--- config.mk ---
export PLATFORM = sky130hd
export DESIGN_NAME = ps2_rx
export DESIGN_NICKNAME = d
export VERILOG_FILES = /design/src/rtl/ps2_rx.sv
export SDC_FILE = /design/constraint.sdc
export NUM_CORES = 1
export LEC_CHECK = 0
export CAP_MARGIN = 20
export CORE_ASPECT_RATIO = 1.1
export CORE_MARGIN = 2
export CORE_UTILIZATION = 60
export DETAILED_ROUTE_END_ITERATION = 12
export PLACE_DENSITY = 0.79
export SYNTH_ARGS = -nofsm -noshare
export SYNTH_HDL_FRONTEND = slang
export SYNTH_SLANG_ARGS = --single-unit
--- constraint.sdc ---
create_clock -name clk_i -period 3.9 [get_ports clk_i]
set_input_delay 0.39 -clock clk_i [delete_from_list [all_inputs] [get_ports clk_i]]
set_output_delay 0.39 -clock clk_i [all_outputs]
set_load 0.02 [all_outputs]
--- src/rtl/ps2_rx.sv ---
// ============================================================================
// Module   : ps2_rx
// Purpose  : PS/2 device-to-host receiver. Synchronises the raw PS/2 clock and
//            data pins, deframes 11-bit frames (start, 8 data LSB-first, odd
//            parity, stop), validates them and queues accepted scancodes in a
//            fall-through FIFO drained through a valid/ready read port.
// Ports    : clk_i, rst_ni        system clock / async active-low reset
//            ps2_clk_i, ps2_data_i raw asynchronous PS/2 pins
//            rd_data_o/rd_valid_o/rd_ready_i  FIFO read port (pop on valid&ready)
//            count_o              FIFO occupancy
//            frame_err_o          1-cycle pulse on rejected or timed-out frame
//            overflow_o           sticky, valid frame dropped on full FIFO
//            clear_ovf_i          clears overflow_o (a same-cycle set wins)
// Config   : PS2_RX_PARITY_CHECK_EN - when defined, odd parity is enforced;
//            otherwise the parity bit is sampled but ignored.
// Revision : 1.0 - initial release
// ============================================================================
`default_nettype none

module ps2_rx #(
  parameter int FIFO_DEPTH     = 8,
  parameter int TIMEOUT_CYCLES = 10000
) (
  input  logic                          clk_i,
  input  logic                          rst_ni,
  input  logic                          ps2_clk_i,
  input  logic                          ps2_data_i,
  output logic [7:0]                    rd_data_o,
  output logic                          rd_valid_o,
  input  logic                          rd_ready_i,
  output logic [$clog2(FIFO_DEPTH):0]   count_o,
  output logic                          frame_err_o,
  output logic                          overflow_o,
  input  logic                          clear_ovf_i
);

  localparam int AW = $clog2(FIFO_DEPTH);
  localparam int TW = (TIMEOUT_CYCLES > 1) ? $clog2(TIMEOUT_CYCLES) : 1;
  localparam logic [TW-1:0] TMO_LAST = TW'(TIMEOUT_CYCLES - 1);

  localparam logic [1:0] ST_IDLE   = 2'd0;
  localparam logic [1:0] ST_DATA   = 2'd1;
  localparam logic [1:0] ST_PARITY = 2'd2;
  localparam logic [1:0] ST_STOP   = 2'd3;

  // --------------------------------------------------------------------------
  // Synchronisers. Reset to 1 (idle bus level) so a reset never fakes a fall.
  // --------------------------------------------------------------------------
  logic clk_s1_q, clk_s2_q, clk_prev_q;
  logic dat_s1_q, dat_s2_q;
  logic fall;

  always_ff @(posedge clk_i or negedge rst_ni) begin
    if (!rst_ni) begin
      clk_s1_q   <= 1'b1;
      clk_s2_q   <= 1'b1;
      clk_prev_q <= 1'b1;
      dat_s1_q   <= 1'b1;
      dat_s2_q   <= 1'b1;
    end else begin
      clk_s1_q   <= ps2_clk_i;
      clk_s2_q   <= clk_s1_q;
      clk_prev_q <= clk_s2_q;
      dat_s1_q   <= ps2_data_i;
      dat_s2_q   <= dat_s1_q;
    end
  end

  assign fall = clk_prev_q & ~clk_s2_q;

  // --------------------------------------------------------------------------
  // Deframing FSM with mid-frame timeout
  // --------------------------------------------------------------------------
  logic [1:0]    state_q, state_d;
  logic [2:0]    bit_cnt_q, bit_cnt_d;
  logic [7:0]    shift_q, shift_d;
  logic          parity_q, parity_d;
  logic [TW-1:0] tmo_q, tmo_d;
  logic          frame_ok;
  logic          frame_bad;
  logic          timeout_hit;
  logic          stop_ok;

`ifdef PS2_RX_PARITY_CHECK_EN
  // Odd parity: data bits plus parity bit must contain an odd number of ones.
  assign stop_ok = dat_s2_q & (^{shift_q, parity_q});
`else
  logic unused_parity;
  assign unused_parity = parity_q;
  assign stop_ok       = dat_s2_q;
`endif

  always_comb begin
    state_d     = state_q;
    bit_cnt_d   = bit_cnt_q;
    shift_d     = shift_q;
    parity_d    = parity_q;
    frame_ok    = 1'b0;
    frame_bad   = 1'b0;
    timeout_hit = 1'b0;

    if (state_q == ST_IDLE || fall) begin
      tmo_d = '0;
    end else begin
      tmo_d = tmo_q + 1'b1;
    end

    case (state_q)
      ST_IDLE: begin
        // A fall with data high is line noise / idle, not a start bit.
        if (fall && !dat_s2_q) begin
          state_d   = ST_DATA;
          bit_cnt_d = 3'd0;
        end
      end
      ST_DATA: begin
        if (fall) begin
          shift_d = {dat_s2_q, shift_q[7:1]};
          if (bit_cnt_q == 3'd7) begin
            state_d = ST_PARITY;
          end else begin
            bit_cnt_d = bit_cnt_q + 3'd1;
          end
        end
      end
      ST_PARITY: begin
        if (fall) begin
          parity_d = dat_s2_q;
          state_d  = ST_STOP;
        end
      end
      ST_STOP: begin
        if (fall) begin
          state_d   = ST_IDLE;
          frame_ok  = stop_ok;
          frame_bad = ~stop_ok;
        end
      end
      default: state_d = ST_IDLE;
    endcase

    // A fall in the same cycle resets the watchdog, so it takes priority.
    if (state_q != ST_IDLE && !fall && tmo_q == TMO_LAST) begin
      state_d     = ST_IDLE;
      tmo_d       = '0;
      timeout_hit = 1'b1;
    end
  end

  always_ff @(posedge clk_i or negedge rst_ni) begin
    if (!rst_ni) begin
      state_q     <= ST_IDLE;
      bit_cnt_q   <= 3'd0;
      shift_q     <= 8'h00;
      parity_q    <= 1'b0;
      tmo_q       <= '0;
      frame_err_o <= 1'b0;
    end else begin
      state_q     <= state_d;
      bit_cnt_q   <= bit_cnt_d;
      shift_q     <= shift_d;
      parity_q    <= parity_d;
      tmo_q       <= tmo_d;
      frame_err_o <= frame_bad | timeout_hit;
    end
  end

  // --------------------------------------------------------------------------
  // Scancode FIFO: pointers carry an extra wrap bit to tell full from empty.
  // --------------------------------------------------------------------------
  logic [7:0]  mem_q [FIFO_DEPTH];
  logic [AW:0] wr_ptr_q, rd_ptr_q;
  logic        fifo_full;
  logic        pop;
  logic        push_en;
  logic        ovf_set;

  assign fifo_full = (wr_ptr_q[AW] != rd_ptr_q[AW]) &&
                     (wr_ptr_q[AW-1:0] == rd_ptr_q[AW-1:0]);
  assign count_o    = wr_ptr_q - rd_ptr_q;
  assign rd_valid_o = (wr_ptr_q != rd_ptr_q);
  assign pop        = rd_valid_o & rd_ready_i;
  // When full, a simultaneous pop frees the head slot, which is exactly the
  // slot the write pointer addresses, so the push can proceed.
  assign push_en    = frame_ok & (~fifo_full | pop);
  assign ovf_set    = frame_ok & fifo_full & ~pop;
  assign rd_data_o  = rd_valid_o ? mem_q[rd_ptr_q[AW-1:0]] : 8'h00;

  always_ff @(posedge clk_i) begin
    if (push_en) begin
      mem_q[wr_ptr_q[AW-1:0]] <= shift_q;
    end
  end

  always_ff @(posedge clk_i or negedge rst_ni) begin
    if (!rst_ni) begin
      wr_ptr_q   <= '0;
      rd_ptr_q   <= '0;
      overflow_o <= 1'b0;
    end else begin
      if (push_en) begin
        wr_ptr_q <= wr_ptr_q + 1'b1;
      end
      if (pop) begin
        rd_ptr_q <= rd_ptr_q + 1'b1;
      end
      if (ovf_set) begin
        overflow_o <= 1'b1;
      end else if (clear_ovf_i) begin
        overflow_o <= 1'b0;
      end
    end
  end

endmodule

`default_nettype wire
==> metrics.md <==
| Metric | Value |
|---|---|
| Row cnt | 33 |
| Die H | 95.9 um |
| RSZ-0062 raised after global routing | false |
| N_diodes | 0 |
| Total net switching power | between 1 and 1.5 mW |
| Grt ovf | 0 |
| CP startpoint kind | flop |
| First-pass GRT wire length | approximately 13,000 um |
| Number of max-cap violations | 0 |
| Slew at the pin closest to its max-slew limit | ~0.95 ns |
| Endpoints failing setup | 0 |
| Vias per cell | 5.74 |
| Pwr Density | a little under 700 mW/mm^2 |
| CTS tree | built |
| Yosys top cell area share | 0.417 |
| Detailed Place HPWL | 5440 um |
| Inst Count DP | 437 |
| Final Hold Vio Count | 0 |
| Syn Area/Cell | 14.6 um^2 |
| Area Overhead vs Synth | 10.9% |
| Synth area leader | edfxtp_1 |
| Non-filler cells, final | 453 |
| Max incr delay on CP | 0.66 ns |
| Tcrit/Tclk final | 0.848 |
| FF+latch count, synth | ~110 |
| Largest net degree at the start of global routing | 43 |
| H-tree depth | 3 |
| Post-synth EDFFs | 64 |
| FMAX | roughly 0.30 GHz |
| Yosys cell types | roughly 50 |
| Clock power share | 0.186 |
| CORE AREA | roughly 0.0075 mm^2 |
| GRT Total Usage | 0.211 |
| Max clock buf depth | 2 |
| Design Power | 3.49 mW |
| CP Data Required Time | between 3 and 4 ns |
| Hold bufs inserted after CTS | 0 |
| Ys flop type | edfxtp_1 |
| Seq/Total Area, Yosys | 0.646 |
| Mapped Nets | 336 |
| Slew headroom | 0.366 |
| P_int | around 2.2 mW |
| CP Cell Sequence | clkinv_1 > ha_1 > and4_4 > a21oi_1 > clkdlybuf4s50_1 |
| Die area | 0.00840 mm^2 |
| Initial antenna violation count | 0 |
| Initial core utilization | 0.617 |
| Async set or reset register ratio after synthesis | 0.396 |
| Worst setup path category | flop to output pin |
| Synth area leaders | edfxtp_1 42%, dfrtp_1 20%, mux4_2 7.8% |
| DRT Pass-1 Iters | 4 |
| Reg-to-reg slack, setup | 0.94 ns |
| Fin. max-slew vios | 0 |
| Num CTS Buffers | 9 |
| Die Width | between 80 and 90 um |
| Mapped cell area | 0.00461 mm^2 |
| Routed Antenna Nets | 0 |
| Worst hold margin | ~0.15 ns |
| Vias | around 2,600 |
| Routed WL | around 7800 um |
| Crit path capture type | output pin |
| Hold crit path type | primary input to async pin |
| Post-CTS setup buffers | 0 |
| I/O pin count | 21 |
| Drt first-iter violations | ~160 |
| Fin nets | roughly 360 |
| Gpl congestion | 0.764 |
| Sequential power share | 0.457 |
| Cell with the most instances after synthesis | edfxtp_1 |
| Share of cells above drive strength 1 | 0.172 |
| Status | finished clean |
| Clock slew at reported path FFs | approximately 0.11 ns |
| Clk_lat worst skew | about 0.38 ns |
| Vias in the first global route | 2,609 |
| Wire per inst | roughly 17 um |
| Post-route clock skew | between 0.01 and 0.015 ns |
| Crit-path slowest cell | clkdlybuf4s50_1 |
| Combinational share of power | 0.357 |
| Max Fanout on Critical Path | 11 |
| VDD IR max | 0.384 mV |
| Residual DRC count | 0 |
| Synth top cells by count | 64 x edfxtp_1, 37 x dfrtp_1, 28 x nor2_1 |
| YS warnings | 0 |
| Clk root buf | clkbuf_8 |
| Pleak | ~1.9 nW |
| Sw frac | 0.359 |
| Worst EP arrival | around 2.9 ns |
| Synth Instances | 316 |
| Setup TNS Final | 0 ns |
| Clock sinks | 106 |
| Number of port buffers | 20 |
| Final min period | approximately 3.3 ns |
| Post-cts repair resize count | 0 |
power groups by stage:
stage                     Clock [mW]  Combinational, mW  Sequential [mW]
after global routing           0.704               1.37             1.63
after floorplan                    0              0.940             1.49
after CTS                      0.663               1.26             1.60
after detailed placement           0               1.26             1.62
final                          0.650               1.25             1.60
after global placement             0               1.22             1.61
cells by family (layout without fill, tap and decap cells):
logic type                 after synthesis  after routing  share of synthesized area
muxes                                   26             26                      0.103
buffers and inverters                   28             60                     0.0282
AOI/OAI and AO/OA                       31             31                     0.0453
DFF                                    106            106                      0.646
xor gates and xnor gates                21             21                     0.0415
and+or+nand+nor                         90             90                     0.0953
adders and majority gates               14             14                     0.0396
stage by stage:
step	worst slack, ns	util	area (um^2)
2_1_floorplan	1.11	-	4610
3_3_place_gp	0.989	0.659	4920
3_5_place_dp	0.964	0.659	4920
4_1_cts	0.559	0.684	5110
5_1_grt	0.369	0.684	5110
6_report	0.594	0.684	5110
path summary, 6_finish.rpt:
kind	from	cells past startpoint	to
setup / recovery	rd_ptr_q[2]	5	rd_data_o[7]
hold / removal	rst_ni	1	tmo_q[11]
setup reg to reg	rd_ptr_q[2]	5	mem_q[7][2]
hold reg to reg	dat_s1_q	0	dat_s2_q
max in group asynchronous	rst_ni	1	shift_q[0]
min in group clk_i	dat_s1_q	0	dat_s2_q
flip-flops by register name, summed over array words and instances, names as in the netlist, 2 cells and up:
register	count
mem_q	64
tmo_q	14
shift_q	8
rd_ptr_q	4
wr_ptr_q	4
bit_cnt_q	3
state_q	2
layout by cell type (no fill, tap or decap), types with 3 or more instances in the layout:
cell type	instances
mux2_2	9
a21oi_1	10
buf_4	6
nand2_1	24
ha_1	13
clkbuf_8	9
dfstp_2	5
nand4_1	4
inv_6	4
xor2_1	3
o21ai_0	5
nor3_1	7
and3_1	3
edfxtp_1	64
nor4_1	6
dfrtp_1	37
nor2_1	28
inv_1	16
xnor2_1	17
clkdlybuf4s50_1	19
nand3_1	6
mux4_2	16
cell type report:
type	count	area, um^2
flip-flops and latches	106	2980
inverters	18	72.6
clock buffers	9	124
repair buffers	26	240
fillers	513	2360
well taps	105	131
multi-input cells	182	1500
clock inverters	7	65.1
critical path, delay by kind of cell, from the launching register on:
| kind | cells | cell delay, ns |
|---|---|---|
| adder cells (fa/ha/maj) | 1 | 0.46 |
| AO/OA/AOI/OAI | 1 | 0.17 |
| AND/OR/NAND/NOR | 1 | 0.24 |
| flip-flops | 1 | 0.61 |
| buffers and inverters | 2 | 1.06 |
metal layers:
layer  GRT usage  up-vias  wire length (um)
met5           0        -                 0
met4      0.0628        0                97
met3      0.0489        6               346
met2       0.366       67              4070
met1       0.267     1310              3330
li1            -     1218                 -
No activity file was read; power rests on OpenSTA's default activity.
==> variant (same flow settings) <==
`shift_q` no longer has a reset.
--- a/src/rtl/ps2_rx.sv
+++ b/src/rtl/ps2_rx.sv
@@ -151,18 +151,20 @@
     if (!rst_ni) begin
       state_q     <= ST_IDLE;
       bit_cnt_q   <= 3'd0;
-      shift_q     <= 8'h00;
       parity_q    <= 1'b0;
       tmo_q       <= '0;
       frame_err_o <= 1'b0;
     end else begin
       state_q     <= state_d;
       bit_cnt_q   <= bit_cnt_d;
-      shift_q     <= shift_d;
       parity_q    <= parity_d;
       tmo_q       <= tmo_d;
       frame_err_o <= frame_bad | timeout_hit;
     end
+  end
+
+  always_ff @(posedge clk_i) begin
+    shift_q <= shift_d;
   end
 
   // --------------------------------------------------------------------------
Behaviour: same outputs for any inputs over 10 cycles, from zero or initial values and one cycle with rst_ni low; that may be too few to reach the edited logic, so the function may still have changed.
==> variant against the unedited design <==
First-iteration DRC count shrank 14%. Final cell count shrank 5.7%. Sequential cell count is the same. Wire length shrank 1.6%. Non-clock buffer count grew 2. Area after synthesis shrank 1.3%. Die area shrank 1.3%. Design area shrank 1.3%. Worst setup slack gained 0.033 ns. Total power shrank 3.8%. Maximum frequency grew 1.0%.
==> variant: results (changes against the unedited design) <==
Run status:
- Outcome: completed (unchanged).

Pwr:
- The net switching fraction of the power was 35.51% (was 35.86%).
- The leakage power figure was 1.842 nW (was 1.922 nW).
- The worst supply voltage drop on vdd is 0.0003922 V (was 0.0003838 V).

Final layout:
- The fraction of final layout cells with drive strength greater than 1 is 15.59% (was 17.24%).
- The count of nets after finishing is 355 (was 363).
- The count of antenna diodes in the layout is 0 (unchanged).

Placement:
- The number of buffer cells added on primary ports is 20 (unchanged).
- The post-place setup slack is 0.9456 ns (was 0.9641 ns).
- The HPWL after detailed placement is 5.329 mm (was 5.443 mm).
- The global placer's final weighted congestion is 0.7932 (was 0.7637).

Worst setup path:
- The standard cell with the maximum stage delay on the critical path is dfrtp_1 (was clkdlybuf4s50_1).
- The launch point of the worst reg-to-reg path is rd_ptr_q[2] (unchanged).
- The end point of the critical path was rd_data_o[6] (was rd_data_o[7]).
- The number of cells on the worst reg-to-reg path is 6 (was 5).
- The endpoint class of the critical path was a primary output (unchanged).
- The endpoint of the most critical register-to-register path is mem_q[5][3] (was mem_q[7][2]).
- The biggest cell delay along the critical path was 0.58 ns (was 0.66 ns).
- The worst reg-to-reg setup slack was 0.92 ns (was 0.94 ns).
- The kind of cell adding the most delay to the critical path is buffers and inverters (unchanged).

Logic synthesis:
- Top cells by count, synth: edfxtp_1 (72), dfrtp_1 (29), nand2_1 (28), nor2_1 (24), xnor2_1 (18) (was edfxtp_1 (64), dfrtp_1 (37), nor2_1 (28), nand2_1 (24), xnor2_1 (17)).
- The number of nets in the synthesized netlist is 323 (was 336).
- The number of enable-type register cells in the synthesized netlist is 72 (was 64).
- The sequential cell area fraction in the yosys report is 66.40% (was 64.65%).
- The count of unique library cells instantiated by Yosys is 45 (was 49).
- Cells taking the most area after synthesis: edfxtp_1 (48%), dfrtp_1 (16%), mux4_2 (7.9%) (was edfxtp_1 (42%), dfrtp_1 (20%), mux4_2 (7.8%)).
- The async set or reset register ratio after synthesis is 32.08% (was 39.62%).

Hold path:
- The worst hold-check path type is reg2reg (was in2async).

Detailed routing:
- The number of optimization iterations in the first detailed-route pass is 4 (unchanged).
- The final wirelength is 7.719 mm (was 7.844 mm).
- The detailed-route via count is 2481 (was 2601).
- The violation count after the first detailed-routing iteration is 140 (was 163).

GRT:
- The total track usage is 20.67% (was 21.10%).
- The global-route wire length before repair came to 12.48 mm (was 12.98 mm).
- The maximum number of pins on one net before global-route repair is 35 (was 43).
- The initial antenna violation count is 0 (unchanged).

Timing:
- The final-report hold violation count is 0 (unchanged).
- The pin slew with the least headroom to its limit is 0.6433 ns (was 0.9514 ns).
- The clock skew after layout was 0.01577 ns (was 0.01181 ns).
- The minimum period implied by the final worst setup slack is 3.273 ns (was 3.306 ns).

Clock network:
- The CTS clock-pin slew for the worst setup and hold paths is 0.10 ns.
- The post-cts gate resize count is 0 (unchanged).
- The cell at the root of the clock tree is clkbuf_8 (unchanged).
==> variant: cell count changes after synthesis, sizes merged, moves of 2 or more <==
cell,change
dfrtp,-8
edfxtp,+8
mux2,-8
nand2,+4
a22o,+3
buf,-3
nor2,-3
a22oi,-2
nor4,-2
o22ai,+2
==> variant: worst min-delay path by stage <==
| stage | startpoint | endpoint | slack (ns) | cells past startpoint |
|---|---|---|---|---|
| after floorplan | rst_ni | bit_cnt_q[0] | 0.09 | 0 |
| after global placement | dat_s1_q | dat_s2_q | 0.35 | 0 |
| after detailed placement | clk_s1_q | clk_s2_q | 0.35 | 0 |
| after CTS | clk_s1_q | clk_s2_q | 0.36 | 0 |
| after global routing | dat_s1_q | dat_s2_q | 0.36 | 0 |
| final | clk_s1_q | clk_s2_q | 0.36 | 0 |
==> variant: per-layer routing <==
layer  wire length (um)  share of wire [%]  GRT usage (%)  vias to the layer above
li1                   -                  -              -                     1184
met3                252                3.3          3.983                       15
met2               3982                 52          35.62                       48
met4                146                1.9          9.375                        0
met1               3337                 43          25.29                     1234
met5                  0                  0              0                        -
==> variant: kinds of logic (layout without fill, tap and decap cells) <==
logic type	Yosys count	in the layout	share of synthesized area [%]
adders and majority gates	14	14	4.018
buffers and inverters	23	60	2.724
and+or+nand+nor	93	93	10.13
AOI/OAI and AO/OA	28	28	4.018
DFF	106	106	66.40
muxes	18	18	8.503
xor gates and xnor gates	21	21	4.210
==> variant: power groups by stage <==
stage	Clock [mW]	Combinational, mW	Sequential (mW)
6_report	0.646	1.30	1.41
5_1_grt	0.705	1.41	1.43
3_3_place_gp	0	1.29	1.43
2_1_floorplan	0	0.946	1.38
3_5_place_dp	0	1.31	1.44
4_1_cts	0.660	1.32	1.41
==> variant: area by class of cell <==
cell class              instances  area, um^2
well taps                      87       108.9
fillers                       497        2346
flip-flops and latches        106        3019
inverters                      16       62.56
repair buffers                 28       260.3
clock inverters                 7       66.31
multi-input cells             174        1404
clock buffers                   9       123.9
==> variant: through the flow <==
step / area [um^2] / std cells / util [%]
2_1_floorplan: 4547 / 303 / -
3_3_place_gp: 4855 / 411 / 65.68
3_5_place_dp: 4855 / 411 / 65.68
4_1_cts: 5045 / 427 / 68.26
5_1_grt: 5045 / 427 / 68.26
6_report: 5045 / 427 / 68.26
